[config.mk]
export PLATFORM = sky130hd
export DESIGN_NAME = pwm_generate
export DESIGN_NICKNAME = d
export VERILOG_FILES = /design/src/rtl/pwm_pkg.sv /design/src/rtl/pwm_shadow_reg.sv /design/src/rtl/pwm_generate.sv
export SDC_FILE = /design/constraint.sdc
export NUM_CORES = 1
export LEC_CHECK = 0
export BUFFER_PORTS_ARGS = -buffer_cell sky130_fd_sc_hd__buf_2
export CORE_AREA = 2 2 176 178
export DETAILED_ROUTE_END_ITERATION = 10
export DIE_AREA = 0 0 178 180
export SKIP_LAST_GASP = 1
export SYNTH_ARGS = -nofsm -noshare
export SYNTH_HDL_FRONTEND = slang
export SYNTH_SLANG_ARGS = --single-unit
[constraint.sdc]
create_clock -name pwd_clk -period 7.6 [get_ports pwd_clk]
set_clock_uncertainty 0.05 [all_clocks]
set_input_delay 0.76 -clock pwd_clk [delete_from_list [all_inputs] [get_ports pwd_clk]]
set_output_delay 0.76 -clock pwd_clk [all_outputs]
set_load 0.02 [all_outputs]
[src/rtl/pwm_pkg.sv]
// pwm_pkg -- shared definitions for the PWM generator family.
//   pwm_state_e        : generator state (IDLE / HIGH / LOW)
//   PWM_CNT_W_DEFAULT  : default width of count ports and count registers
package pwm_pkg;

  localparam int unsigned PWM_CNT_W_DEFAULT = 32;

  typedef enum logic [1:0] {
    IDLE = 2'd0,
    HIGH = 2'd1,
    LOW  = 2'd2
  } pwm_state_e;

endpackage

[src/rtl/pwm_shadow_reg.sv]
// pwm_shadow_reg -- shadow/active duration register pair with pending flag.
//   clk, rst_n            : clock, asynchronous active-low reset
//   load                  : capture high_in/low_in into the shadow registers
//   apply                 : period start; active <= eff, pending cleared
//   high_in, low_in       : requested durations
//   active_high/low       : durations governing the current period
//   eff_high/low          : durations that a period starting now would use
//                           (load bypass > pending shadow > current active)
//   pending               : a captured load is waiting for a period start
module pwm_shadow_reg
  import pwm_pkg::*;
#(
  parameter int unsigned CNT_W = PWM_CNT_W_DEFAULT
) (
  input  logic             clk,
  input  logic             rst_n,
  input  logic             load,
  input  logic             apply,
  input  logic [CNT_W-1:0] high_in,
  input  logic [CNT_W-1:0] low_in,
  output logic [CNT_W-1:0] active_high,
  output logic [CNT_W-1:0] active_low,
  output logic [CNT_W-1:0] eff_high,
  output logic [CNT_W-1:0] eff_low,
  output logic             pending
);

  logic [CNT_W-1:0] shadow_high_q, shadow_high_d;
  logic [CNT_W-1:0] shadow_low_q,  shadow_low_d;
  logic [CNT_W-1:0] active_high_q, active_high_d;
  logic [CNT_W-1:0] active_low_q,  active_low_d;
  logic             pending_q,     pending_d;

  always_comb begin
    // A load coinciding with a period start governs that new period.
    if (load) begin
      eff_high = high_in;
      eff_low  = low_in;
    end else if (pending_q) begin
      eff_high = shadow_high_q;
      eff_low  = shadow_low_q;
    end else begin
      eff_high = active_high_q;
      eff_low  = active_low_q;
    end

    shadow_high_d = load ? high_in : shadow_high_q;
    shadow_low_d  = load ? low_in  : shadow_low_q;
    active_high_d = apply ? eff_high : active_high_q;
    active_low_d  = apply ? eff_low  : active_low_q;
    pending_d     = apply ? 1'b0 : (pending_q | load);
  end

  always_ff @(posedge clk or negedge rst_n) begin
    if (!rst_n) begin
      shadow_high_q <= '0;
      shadow_low_q  <= '0;
      active_high_q <= '0;
      active_low_q  <= '0;
      pending_q     <= 1'b0;
    end else begin
      shadow_high_q <= shadow_high_d;
      shadow_low_q  <= shadow_low_d;
      active_high_q <= active_high_d;
      active_low_q  <= active_low_d;
      pending_q     <= pending_d;
    end
  end

  assign active_high = active_high_q;
  assign active_low  = active_low_q;
  assign pending     = pending_q;

endmodule

[src/rtl/pwm_generate.sv]
// pwm_generate -- programmable PWM generator with period-boundary reload.
//   pwd_clk        : rising-edge clock
//   sysreset       : asynchronous active-low reset
//   enable         : 1 runs the generator, 0 forces idle
//   load           : strobe capturing high_count_in / low_count_in
//   high_count_in  : requested high duration (cycles)
//   low_count_in   : requested low duration (cycles)
//   pwm_out        : registered PWM waveform
//   period_done    : registered pulse on the last cycle of each period
//   period_count   : periods completed (only with PWM_GEN_PERIOD_CNT_EN)
//   pending        : a captured load awaits the next period start
// Optional feature macro: PWM_GEN_PERIOD_CNT_EN adds the period_count port.
module pwm_generate
  import pwm_pkg::*;
#(
  parameter int unsigned CNT_W            = PWM_CNT_W_DEFAULT,
  parameter bit          RESET_VALUE_HIGH = 1'b0
) (
  input  logic             pwd_clk,
  input  logic             sysreset,
  input  logic             enable,
  input  logic             load,
  input  logic [CNT_W-1:0] high_count_in,
  input  logic [CNT_W-1:0] low_count_in,
  output logic             pwm_out,
  output logic             period_done,
`ifdef PWM_GEN_PERIOD_CNT_EN
  output logic [CNT_W-1:0] period_count,
`endif
  output logic             pending
);

  localparam logic [CNT_W-1:0] ONE = {{(CNT_W-1){1'b0}}, 1'b1};

  pwm_state_e       state_q, state_d;
  logic [CNT_W-1:0] cnt_q, cnt_d;
  logic             pwm_out_q, pwm_out_d;
  logic             period_done_q, period_done_d;

  logic [CNT_W-1:0] active_high, active_low;
  logic [CNT_W-1:0] eff_high, eff_low;
  logic [CNT_W-1:0] nxt_high, nxt_low;
  logic             hi_last, lo_last, period_end, degenerate, apply;

  pwm_shadow_reg #(
    .CNT_W (CNT_W)
  ) u_shadow (
    .clk         (pwd_clk),
    .rst_n       (sysreset),
    .load        (load),
    .apply       (apply),
    .high_in     (high_count_in),
    .low_in      (low_count_in),
    .active_high (active_high),
    .active_low  (active_low),
    .eff_high    (eff_high),
    .eff_low     (eff_low),
    .pending     (pending)
  );

  always_comb begin
    hi_last    = (cnt_q == (active_high - ONE));
    lo_last    = (cnt_q == (active_low - ONE));
    // Zero low duration: HIGH alone forms the whole period.
    period_end = ((state_q == HIGH) && (active_low == '0) && hi_last) ||
                 ((state_q == LOW)  && (active_low != '0) && lo_last);
    // Both durations zero park in LOW with nothing to count; every cycle is
    // a silent period start so a pending load takes effect promptly.
    degenerate = (state_q == LOW) && (active_low == '0);
    apply      = enable && ((state_q == IDLE) || period_end || degenerate);

    state_d = state_q;
    cnt_d   = cnt_q;
    if (!enable) begin
      state_d = IDLE;
      cnt_d   = '0;
    end else if (apply) begin
      cnt_d   = '0;
      state_d = (eff_high != '0) ? HIGH : LOW;
    end else if ((state_q == HIGH) && hi_last) begin
      state_d = LOW;
      cnt_d   = '0;
    end else begin
      cnt_d = cnt_q + ONE;
    end

    nxt_high = apply ? eff_high : active_high;
    nxt_low  = apply ? eff_low  : active_low;

    // Outputs are decoded from next-state values so the registered outputs
    // line up with the state they describe.
    unique case (state_d)
      HIGH:    pwm_out_d = 1'b1;
      LOW:     pwm_out_d = 1'b0;
      default: pwm_out_d = RESET_VALUE_HIGH;
    endcase

    period_done_d =
      ((state_d == HIGH) && (nxt_low == '0) && (cnt_d == (nxt_high - ONE))) ||
      ((state_d == LOW)  && (nxt_low != '0) && (cnt_d == (nxt_low - ONE)));
  end

  always_ff @(posedge pwd_clk or negedge sysreset) begin
    if (!sysreset) begin
      state_q       <= IDLE;
      cnt_q         <= '0;
      pwm_out_q     <= RESET_VALUE_HIGH;
      period_done_q <= 1'b0;
    end else begin
      state_q       <= state_d;
      cnt_q         <= cnt_d;
      pwm_out_q     <= pwm_out_d;
      period_done_q <= period_done_d;
    end
  end

  assign pwm_out     = pwm_out_q;
  assign period_done = period_done_q;

`ifdef PWM_GEN_PERIOD_CNT_EN
  logic [CNT_W-1:0] period_count_q, period_count_d;

  always_comb begin
    period_count_d = period_count_q + (period_done_q ? ONE : '0);
  end

  always_ff @(posedge pwd_clk or negedge sysreset) begin
    if (!sysreset) begin
      period_count_q <= '0;
    end else begin
      period_count_q <= period_count_d;
    end
  end

  assign period_count = period_count_q;
`endif

endmodule

* Word-level counts from Yosys, hierarchy flattened
Cells that the tools add are included.
** Word-level totals
- ROM bits :: 0
- Bits in writable memories :: 0
- Memories :: 0
- Latch bits :: 0
- Output and inout bits :: 3
- Bits of input ports :: 68
- Bits in registers :: 165
** Cells by class
- Multipliers :: 0
- Bitwise logic cells :: 1
- Shift operators :: 0
- Div/mod/pow operators :: 0
- Equality and inequality tests :: 8
- Magnitude comparators :: 0
- Add/sub/neg operators :: 5
- Mux-type cells :: 15
- Reductions and logical operators :: 21
** Operators by type and width (number)
- 32-bit two-way mux :: 9
- 32-bit equality test :: 4
- 32-bit by 1-bit subtractor with 32-bit output (second input constant) :: 4
- 32-bit nonzero test :: 3
- 32-bit zero test :: 2
- 32-bit by 1-bit adder with 32-bit output (second input constant) :: 1
- 1-bit logical AND :: 11
- 2-bit two-way mux :: 4
- 2-bit by 1-bit equality test with 1-bit output (second input constant) :: 2
- 2-bit equality test (second input constant) :: 2
- 1-bit logical OR :: 4
- 2-bit zero test :: 1
- 1-bit two-way mux :: 2
- 1-bit OR :: 1

* Longest topological paths before layout
Gate-level depths: netlist (run 1).
- Depth in word-level cells :: 13
- Gate-level depth with buffers :: 30
- Mapped depth without buffers :: 25

* Modules after synthesis
Synthesis (run 1) repeated with hierarchy kept, for this count alone.
** Unflattened totals
- Cells, all modules :: 1780
- Area total of the unflattened synthesis :: 14392.6 µm²
** Modules (own cells, without submodules)
- pwm_generate :: cells an instance 1073, seq. area each 900.9 µm², instances 1, area each 7851.3 µm²
- pwm_shadow_reg :: cells an instance 707, seq. area each 3228.1 µm², instances 1, area each 6541.3 µm²

* Worst setup path before layout (run 1)
Ideal clock, no wire load.
- Path type :: flip-flop to flip-flop
- From :: reg u_shadow.active_low_q[0] (netlist: u_shadow.active_low[0])
- To :: reg period_done_q (netlist: period_done)
- Stages on the path, launching flop included :: 29
- Data arrival time :: 6310 ps
- Setup slack :: 1139 ps
- Required time :: 7449 ps
- Buffers on the path :: 4
- Path through :: dfrtp_1 > clkbuf_1 > inv_1 > ha_1 > or3b_2 > or4_1 > o32a_1 > nor2_1 > and4b_1 > nand4_2 > a21oi_1 > buf_4 > nor2_2 > buf_6 > clkbuf_1 > o22ai_1 > inv_1 > ha_1 > inv_1 > or3_1 > or3_1 > or3_1 > nor3_1 > o2111ai_1 > or2_2 > xor2_1 > nand2_1 > o21ai_0 > o32ai_1
** Between the ends
- Elaborated cells on any way between the ends :: 34
- Classes of those cells :: add/sub: 3; eq/ne: 5; mux: 8; reduce/logical: 18
** RTL lines
- start, declared :: line pwm_shadow_reg.sv:31 : logic [CNT_W-1:0] active_low_q, active_low_d;
- start signal, assigned :: line pwm_shadow_reg.sv:65 : active_low_q <= active_low_d;
- 32-bit by 1-bit subtractor with 32-bit output, or another cell as far along :: line pwm_generate.sv:63 : lo_last = (cnt_q == (active_low - ONE));
- 32-bit equality test, or another cell as far along :: line pwm_generate.sv:63
- 1-bit logical AND, on equally long branches :: line pwm_generate.sv:66, pwm_generate.sv:65
- 1-bit logical OR :: line pwm_generate.sv:65 : period_end = ((state_q == HIGH) && (active_low == '0) && hi_last) ||
- 1-bit logical OR :: line pwm_generate.sv:70 : apply = enable && ((state_q == IDLE) || period_end || degenerate);
- 1-bit logical OR * :: line pwm_generate.sv:70
- 1-bit logical AND * :: line pwm_generate.sv:70
- 32-bit two-way mux * :: line pwm_generate.sv:87 : nxt_high = apply ? eff_high : active_high;
- via nxt_high[0] :: line pwm_generate.sv:42 : logic [CNT_W-1:0] nxt_high, nxt_low;
- 32-bit by 1-bit subtractor with 32-bit output * :: line pwm_generate.sv:99 : ((state_d == HIGH) && (nxt_low == '0) && (cnt_d == (nxt_high - ONE))) ||
- 32-bit equality test * :: line pwm_generate.sv:99
- 1-bit logical AND * :: line pwm_generate.sv:99
- 1-bit logical OR * :: line pwm_generate.sv:99
- via period_done_d :: line pwm_generate.sv:38 : logic period_done_q, period_done_d;
- end signal, assigned :: line pwm_generate.sv:113 : period_done_q <= period_done_d;
- end, declared :: line pwm_generate.sv:38
The timed path passes the listed nets; every way through them passes the cells marked *.
A chain may end at the register's enable or synchronous reset.

* Worst setup path after layout (run 1)
- From :: reg u_shadow.active_low_q[21] (netlist: u_shadow.active_low[21])
- To :: reg period_done_q (netlist: period_done)
** Between the ends
- Word-level cells in the longest chain between the ends :: 13
- Elaborated cells on any way between the ends :: 34
- Classes of those cells :: add/sub: 3; eq/ne: 5; mux: 8; reduce/logical: 18
** Ends and longest elaborated chain (line)
- branches (longest 12 deep; another with 32-bit by 1-bit subtractor with 32-bit output)
- 1-bit logical OR * :: pwm_generate.sv:99
- via period_done_d :: pwm_generate.sv:38
Mark *: on every way through the listed nets, which the timed path passes.

==> results.cfg, run 1 <==
[yosys]
synth_top_family_by_area = simple AND/OR/NAND/NOR gates
synthXorXnorAreaFrac_pct = 11.7
ys_types = 92
synthMuxAreaShare_pct = 8.94
syn_inst = 1601
synth_area_sq_mm = 0.0135
syn_avg_cell_area_sq_um = 8.41
synth_compound_area_share_pct = 18.3
yosysMostFrequentCell = dfrtp_1
ys_seq_elements = 165
synth_ff_type = dfrtp_1
ys_top_cells_by_count = 165 x dfrtp_1, 133 x nor2_1, 119 x xnor2_1
ys_async_sr_fraction_pct = 100
synthSimpleGateAreaFrac_pct = 24.2
yosysTopAreaCellShare_pct = 30.7
yosysWarningCount = 0
yosys.area_share.adder_pct = 0.465
synth_area_leaders = dfrtp_1 31%, xnor2_1 7.7%, mux2_2 4.9%
ys_seq_area_share_pct = 30.7
syn_nets = 1674
synth-edff-count = 0
synth_largest_area_cell = dfrtp_1

[detailed_routing]
ant_nets = 0
wl_per_cell_um = 25.7
first_pass_iters = 5
drcViolationCount = 0
via_per_inst = 6.47
via_count = 12995
dr.first_iter.drc_count = 1443
drt-total-wl_um = 51600

[cts]
cts_root_buf = clkbuf_16
post_cts_buffers = 0
clk_pin_slew_ns = 0.07
cts_buffers = 17
cts.path.max_buffers = 2
clk_latency_ns = 0.45
ctsHoldBuffers = 0
cts_sinks = 165
post_cts_resize_count = 0
htree_levels = 4
tritoncts = built

[place]
post-dp-hpwl_um = 39700
globalplace.congestion = 0.980
dpl.cell_count = 1978
io_buffers = 70

[worst_setup_path]
slowest_delay_ns = 0.60
critPathArrivalTime_ns = 7.35
crit_start = u_shadow.active_low[21]
crit_path_end_kind = flop
r2r_setup_slack_ns = 0.55
critPathBufInv = 1
crit_type = reg2reg
start_kind = flop
worstPathRequired_ns = 7.90
crit_slowest_cell = or4_1
r2r-start = u_shadow.active_low[21]
path_cells = or4_1 -> or4_1 -> a2111oi_0 -> o221ai_1 -> nor4_2 -> and4_1 -> nor3_4 -> or2_1 -> a22oi_1 -> ha_1 -> inv_1 -> or3_1 -> or3_1 -> or3_1 -> nor3_1 -> o2111ai_1 -> nor4_1 -> o22ai_1 -> nor3_1 -> nand4_1 -> o32ai_1
rr_endpoint = period_done
crit_family = simple AND/OR/NAND/NOR gates
path_common_cell = or3_1
path_max_fanout = 8
r2r_cells = 21

[floorplanning]
dieArea_sq_mm = 0.0320
die_w_um = 178
initial_core_util_pct = 44.6
io_pins = 71
rows = 64
die_y_um = 180
core_sq_mm = 0.0302

[sta]
fin_tns_setup_ns = 0
finalMaxSlewViolations = 0
clock.fmax_mhz = 142
maxSlewHeadroom_pct = 29.8
hold_viol_final = 0
min_period_ns = 7.05
worst_pin_slew_ns = 1.04
setup_viol = 0
rsz0062_at_grt = no
timing.final.crit_share_pct = 92.8

[grt]
grt_pass1_wl_um = 76600
grt_max_degree = 95
first_global_vias = 12014
antenna_found_initial = 0
grt_usage_pct = 32.2
grt_remaining_overflow = 0

[cells_and_area]
antennaDiodeCount = 0
register_area_sq_mm = 0.00413
drive_gt1_share_pct = 14.6
final_nets = 1674
fillers = 2906
fin_cells = 2010
area_growth_pct = 9.14
multiInputGateArea_sq_mm = 0.00857

[flow_run]
cap_violations = 0

[power]
ir_drop_v = 0.000130
leakagePower_uw = 0.00579
power.density_mw_per_mm2 = 232

[outcome]
status = finished, final reports clean

[hold_path]
hold_class = in2async
-- metal layers --
metal  up-vias  wire length (um)  global-route usage, %
li1       5840                 -                      -
met4         0              1920                   12.1
met3       110              4840                   5.22
met1      6378             23100                   48.8
met2       667             21700                   45.7
met5         -                 0                      0
-- how the worst max path moves through the flow --
stage	cells after the start	end	slack (ns)
4_1_cts	21	period_done	0.63
2_1_floorplan	28	period_done	1.14
3_5_place_dp	21	period_done	0.66
5_1_grt	23	period_done	0.07
6_report	21	period_done	0.55
3_3_place_gp	21	period_done	0.68
-- stage by stage --
step	area, sq um	setup WS [ns]	utilization, %	hold WS [ns]	power (uW)
2_1_floorplan	13500	1.14	-	0.396	2000
3_3_place_gp	14000	0.676	46.5	0.406	2400
3_5_place_dp	14000	0.658	46.5	0.411	2400
4_1_cts	14700	0.630	48.7	0.407	3380
5_1_grt	14700	0.0749	48.7	0.413	3550
6_report	14700	0.550	48.7	0.308	3400
-- final cells by class --
cell class                      instances  share of cell area (%)
Clock buffer                           22                    3.23
Tap cell                              396                    3.37
Multi-Input combinational cell       1252                    58.4
Clock inverter                         10                    1.15
Sequential cell                       165                    28.1
Inverter                               60                    1.53
Timing Repair Buffer                  105                    4.23
-- placed cells by master (no fill, tap or decap), types with 11 or more instances in the layout --
cell,netlist,routed
dfrtp_1,165,164
or2_2,12,12
o21ai_0,97,97
mux2i_1,55,55
and2_1,12,12
nand2b_1,28,28
or3_1,17,17
a21oi_1,56,55
nor4_1,34,34
xor2_1,51,51
nor2_1,133,133
nand3b_1,11,11
o31ai_1,12,12
nand2_1,106,105
o21a_1,11,11
xnor2_1,119,119
clkbuf_16,0,17
buf_2,16,68
buf_4,6,36
a22oi_1,12,12
nor3_1,52,52
inv_1,60,59
nand3_1,40,40
and3_1,21,21
a31oi_1,14,14
o22ai_1,38,38
a2bb2oi_1,21,21
or4_1,15,15
nand4_1,43,43
mux2_2,58,58
nor4b_1,13,13
-- report_power, final --
part           switching (uW)  internal, uW
registers                 259           995
clock network             401           581
logic                     701           467
total                    1360          2040
-- kinds of logic (layout without fill, tap and decap cells) --
group | count (synthesis) | in the layout
adders and majority gates | 5 | 5
xor gates and xnor gates | 174 | 174
buffers and inverters | 184 | 197
muxes | 113 | 113
DFF | 165 | 165
AOI/OAI and AO/OA | 365 | 365
and+or+nand+nor | 595 | 595
-- registers in the layout, indices dropped and copies added (netlist names) --
signal,cells
u_shadow.shadow_low_q,32
u_shadow.active_low,32
u_shadow.pending,1
u_shadow.active_high,32
state_q,2
period_done,1
cnt_q,32
pwm_out,1
u_shadow.shadow_high_q,32
-- worst reg2reg max path, stage by stage (launching register included) --
cell	delay, ns
dfrtp_1	0.48
or4_1	0.60
or4_1	0.48
a2111oi_0	0.50
o221ai_1	0.27
nor4_2	0.38
and4_1	0.39
nor3_4	0.07
or2_1	0.33
a22oi_1	0.27
ha_1	0.28
inv_1	0.08
or3_1	0.39
or3_1	0.38
or3_1	0.34
nor3_1	0.30
o2111ai_1	0.34
nor4_1	0.41
o22ai_1	0.14
nor3_1	0.17
nand4_1	0.11
o32ai_1	0.21
(Power assumes the default switching activity.)
==> inputs of run 2 (changes only) <==
--- a/config.mk
+++ b/config.mk
@@ -9,6 +9,7 @@
 export CORE_AREA = 2 2 176 178
 export DETAILED_ROUTE_END_ITERATION = 10
 export DIE_AREA = 0 0 178 180
+export PLACE_DENSITY = 0.69
 export SKIP_LAST_GASP = 1
 export SYNTH_ARGS = -nofsm -noshare
 export SYNTH_HDL_FRONTEND = slang
==> run 2 against run 1 <==
- combinational power hardly changed
- sequential power barely moved
- first-iteration DRC count grew 6.5%
- die area did not move
- fmax rose by 0.31%
- critical path depth up 3
- clock-buffer cell count unchanged
- non-clock buffer count down 2
- clock power down 5.6%
- cell count about the same
- core utilization shrank 0.066 points
- hold slack worse by 0.087 ns
- critical endpoint unchanged
- largest power group unchanged
==> results.cfg, run 2 (synthesis gave the netlist of run 1 again) <==
[sta]
worst_pin_slew_ns = 0.956
finalMaxSlewViolations = 0
min_period_ns = 7.03
clock.fmax_mhz = 142
setup_viol = 0
hold_viol_final = 0
layout_setup_ws_ns = 0.572
maxSlewHeadroom_pct = 36.0
rsz0062_at_grt = no
timing.final.crit_share_pct = 92.5
fin_tns_setup_ns = 0

[flow_run]
cap_violations = 0

[worst_setup_path]
critPathCapture = period_done
worstPathRequired_ns = 7.89
crit_type = reg2reg
crit_start = u_shadow.active_high[0]
start_kind = flop
r2r_cells = 24
r2r-start = u_shadow.active_high[0]
crit_path_end_kind = flop
path_max_fanout = 6
critPathArrivalTime_ns = 7.32
rr_endpoint = period_done
r2r_setup_slack_ns = 0.57

[cts]
cts.path.max_buffers = 2
clk_pin_slew_ns = 0.07
clk_latency_ns = 0.44
ctsHoldBuffers = 0
cts_sinks = 165
cts_buffers = 17
tritoncts = built
htree_levels = 4
post_cts_buffers = 0
cts_root_buf = clkbuf_16
post_cts_resize_count = 0

[detailed_routing]
first_pass_iters = 6
wl_per_cell_um = 24.9
drt-total-wl_um = 50000
ant_nets = 0
dr.first_iter.drc_count = 1537
via_count = 13143
via_per_inst = 6.55
drcViolationCount = 0

[cells_and_area]
final_common_cell = dfrtp_1
final_util_pct = 48.6
drive_gt1_share_pct = 14.4
finalInstanceArea_sq_mm = 0.0147
final_nets = 1672
area_growth_pct = 8.99
multiInputGateArea_sq_mm = 0.00858
final_cell_mix = 164 x dfrtp_1, 133 x nor2_1, 119 x xnor2_1
register_area_sq_mm = 0.00413
antennaDiodeCount = 0
fillers = 2859

[grt]
grt_usage_pct = 31.3
grt_max_degree = 95
grt_pass1_wl_um = 75400
first_global_vias = 12245
antenna_found_initial = 0
grt_remaining_overflow = 0

[power]
power_uw = 3360
power.density_mw_per_mm2 = 229
leakagePower_uw = 0.00576
ir_drop_v = 0.000224

[floorplanning]
io_pins = 71
dieArea_sq_mm = 0.0320
initial_core_util_pct = 44.6
rows = 64
die_y_um = 180
die_w_um = 178
core_sq_mm = 0.0302

[hold_path]
hold_class = in2async

[place]
placed_area_sq_mm = 0.0141
post-dp-hpwl_um = 38300
pre_cts_slack_ns = 0.520
io_buffers = 70
globalplace.congestion = 1.05

[outcome]
status = finished, final reports clean
## run 2: changes by cell type in the layout (fill, tap and decap cells not counted), sizes merged
cell,previous run,this run
clkinvlp,0,4
clkinv,4,1
buf,105,103
bufinv,4,3
## run 2: stage by stage
stage                     std cells  hold WS [ns]
after floorplan                1601         0.396
after global placement         1976         0.407
after detailed placement       1976         0.415
after CTS                      2008         0.250
after global routing           2008         0.259
final                          2008         0.221
## run 2: power breakdown
| part | internal [uW] | total, uW | switching [uW] |
|---|---|---|---|
| clock | 538 | 927 | 389 |
| sequential | 995 | 1250 | 256 |
| combinational | 470 | 1180 | 710 |
| total | 2000 | 3360 | 1350 |
## run 2: layout make-up
type,count,area share (%)
Inverter,60,1.54
Clock inverter,10,0.998
Sequential cell,165,28.2
Multi-Input combinational cell,1252,58.5
Tap cell,396,3.38
Timing Repair Buffer,103,4.31
Clock buffer,22,3.16
## run 2: worst max-delay path, cell delays in order (launching register included)
cell and delay, ns:
dfrtp_1 0.44, inv_1 0.12, ha_1 0.21, nor4b_2 0.20, buf_4 0.18, nand3_1 0.29
o21a_1 0.32, a2111oi_0 0.56, nor4bb_1 0.40, and4_4 0.31, nor3_4 0.04, or2_1 0.31
a22oi_1 0.27, ha_1 0.29, inv_1 0.08, or3_1 0.38, or3_1 0.38, or3_1 0.35
nor3_1 0.30, o2111ai_1 0.34, nor4_1 0.39, o22ai_1 0.14, nor3_1 0.19, nand4_1 0.13
o32ai_1 0.25
## run 2: worst min path at each step
stage / start / end / slack (ns) / depth (start not counted)
2_1_floorplan: u_shadow.shadow_high_q[3] / u_shadow.shadow_high_q[3] / 0.40 / 1
3_5_place_dp: u_shadow.shadow_high_q[3] / u_shadow.shadow_high_q[3] / 0.42 / 1
4_1_cts: sysreset / u_shadow.shadow_low_q[28] / 0.25 / 1
5_1_grt: sysreset / u_shadow.shadow_low_q[28] / 0.26 / 1
6_report: sysreset / u_shadow.shadow_low_q[28] / 0.22 / 1
3_3_place_gp: u_shadow.shadow_high_q[3] / u_shadow.shadow_high_q[3] / 0.41 / 1
## run 2: routing by layer
metal | vias up | GRT usage, % | share of wire (%)
li1 | 5851 | - | -
met1 | 6405 | 44.6 | 42
met2 | 755 | 45.4 | 43
met3 | 132 | 5.56 | 10
met4 | 0 | 15.5 | 5.4
met5 | - | 0 | 0
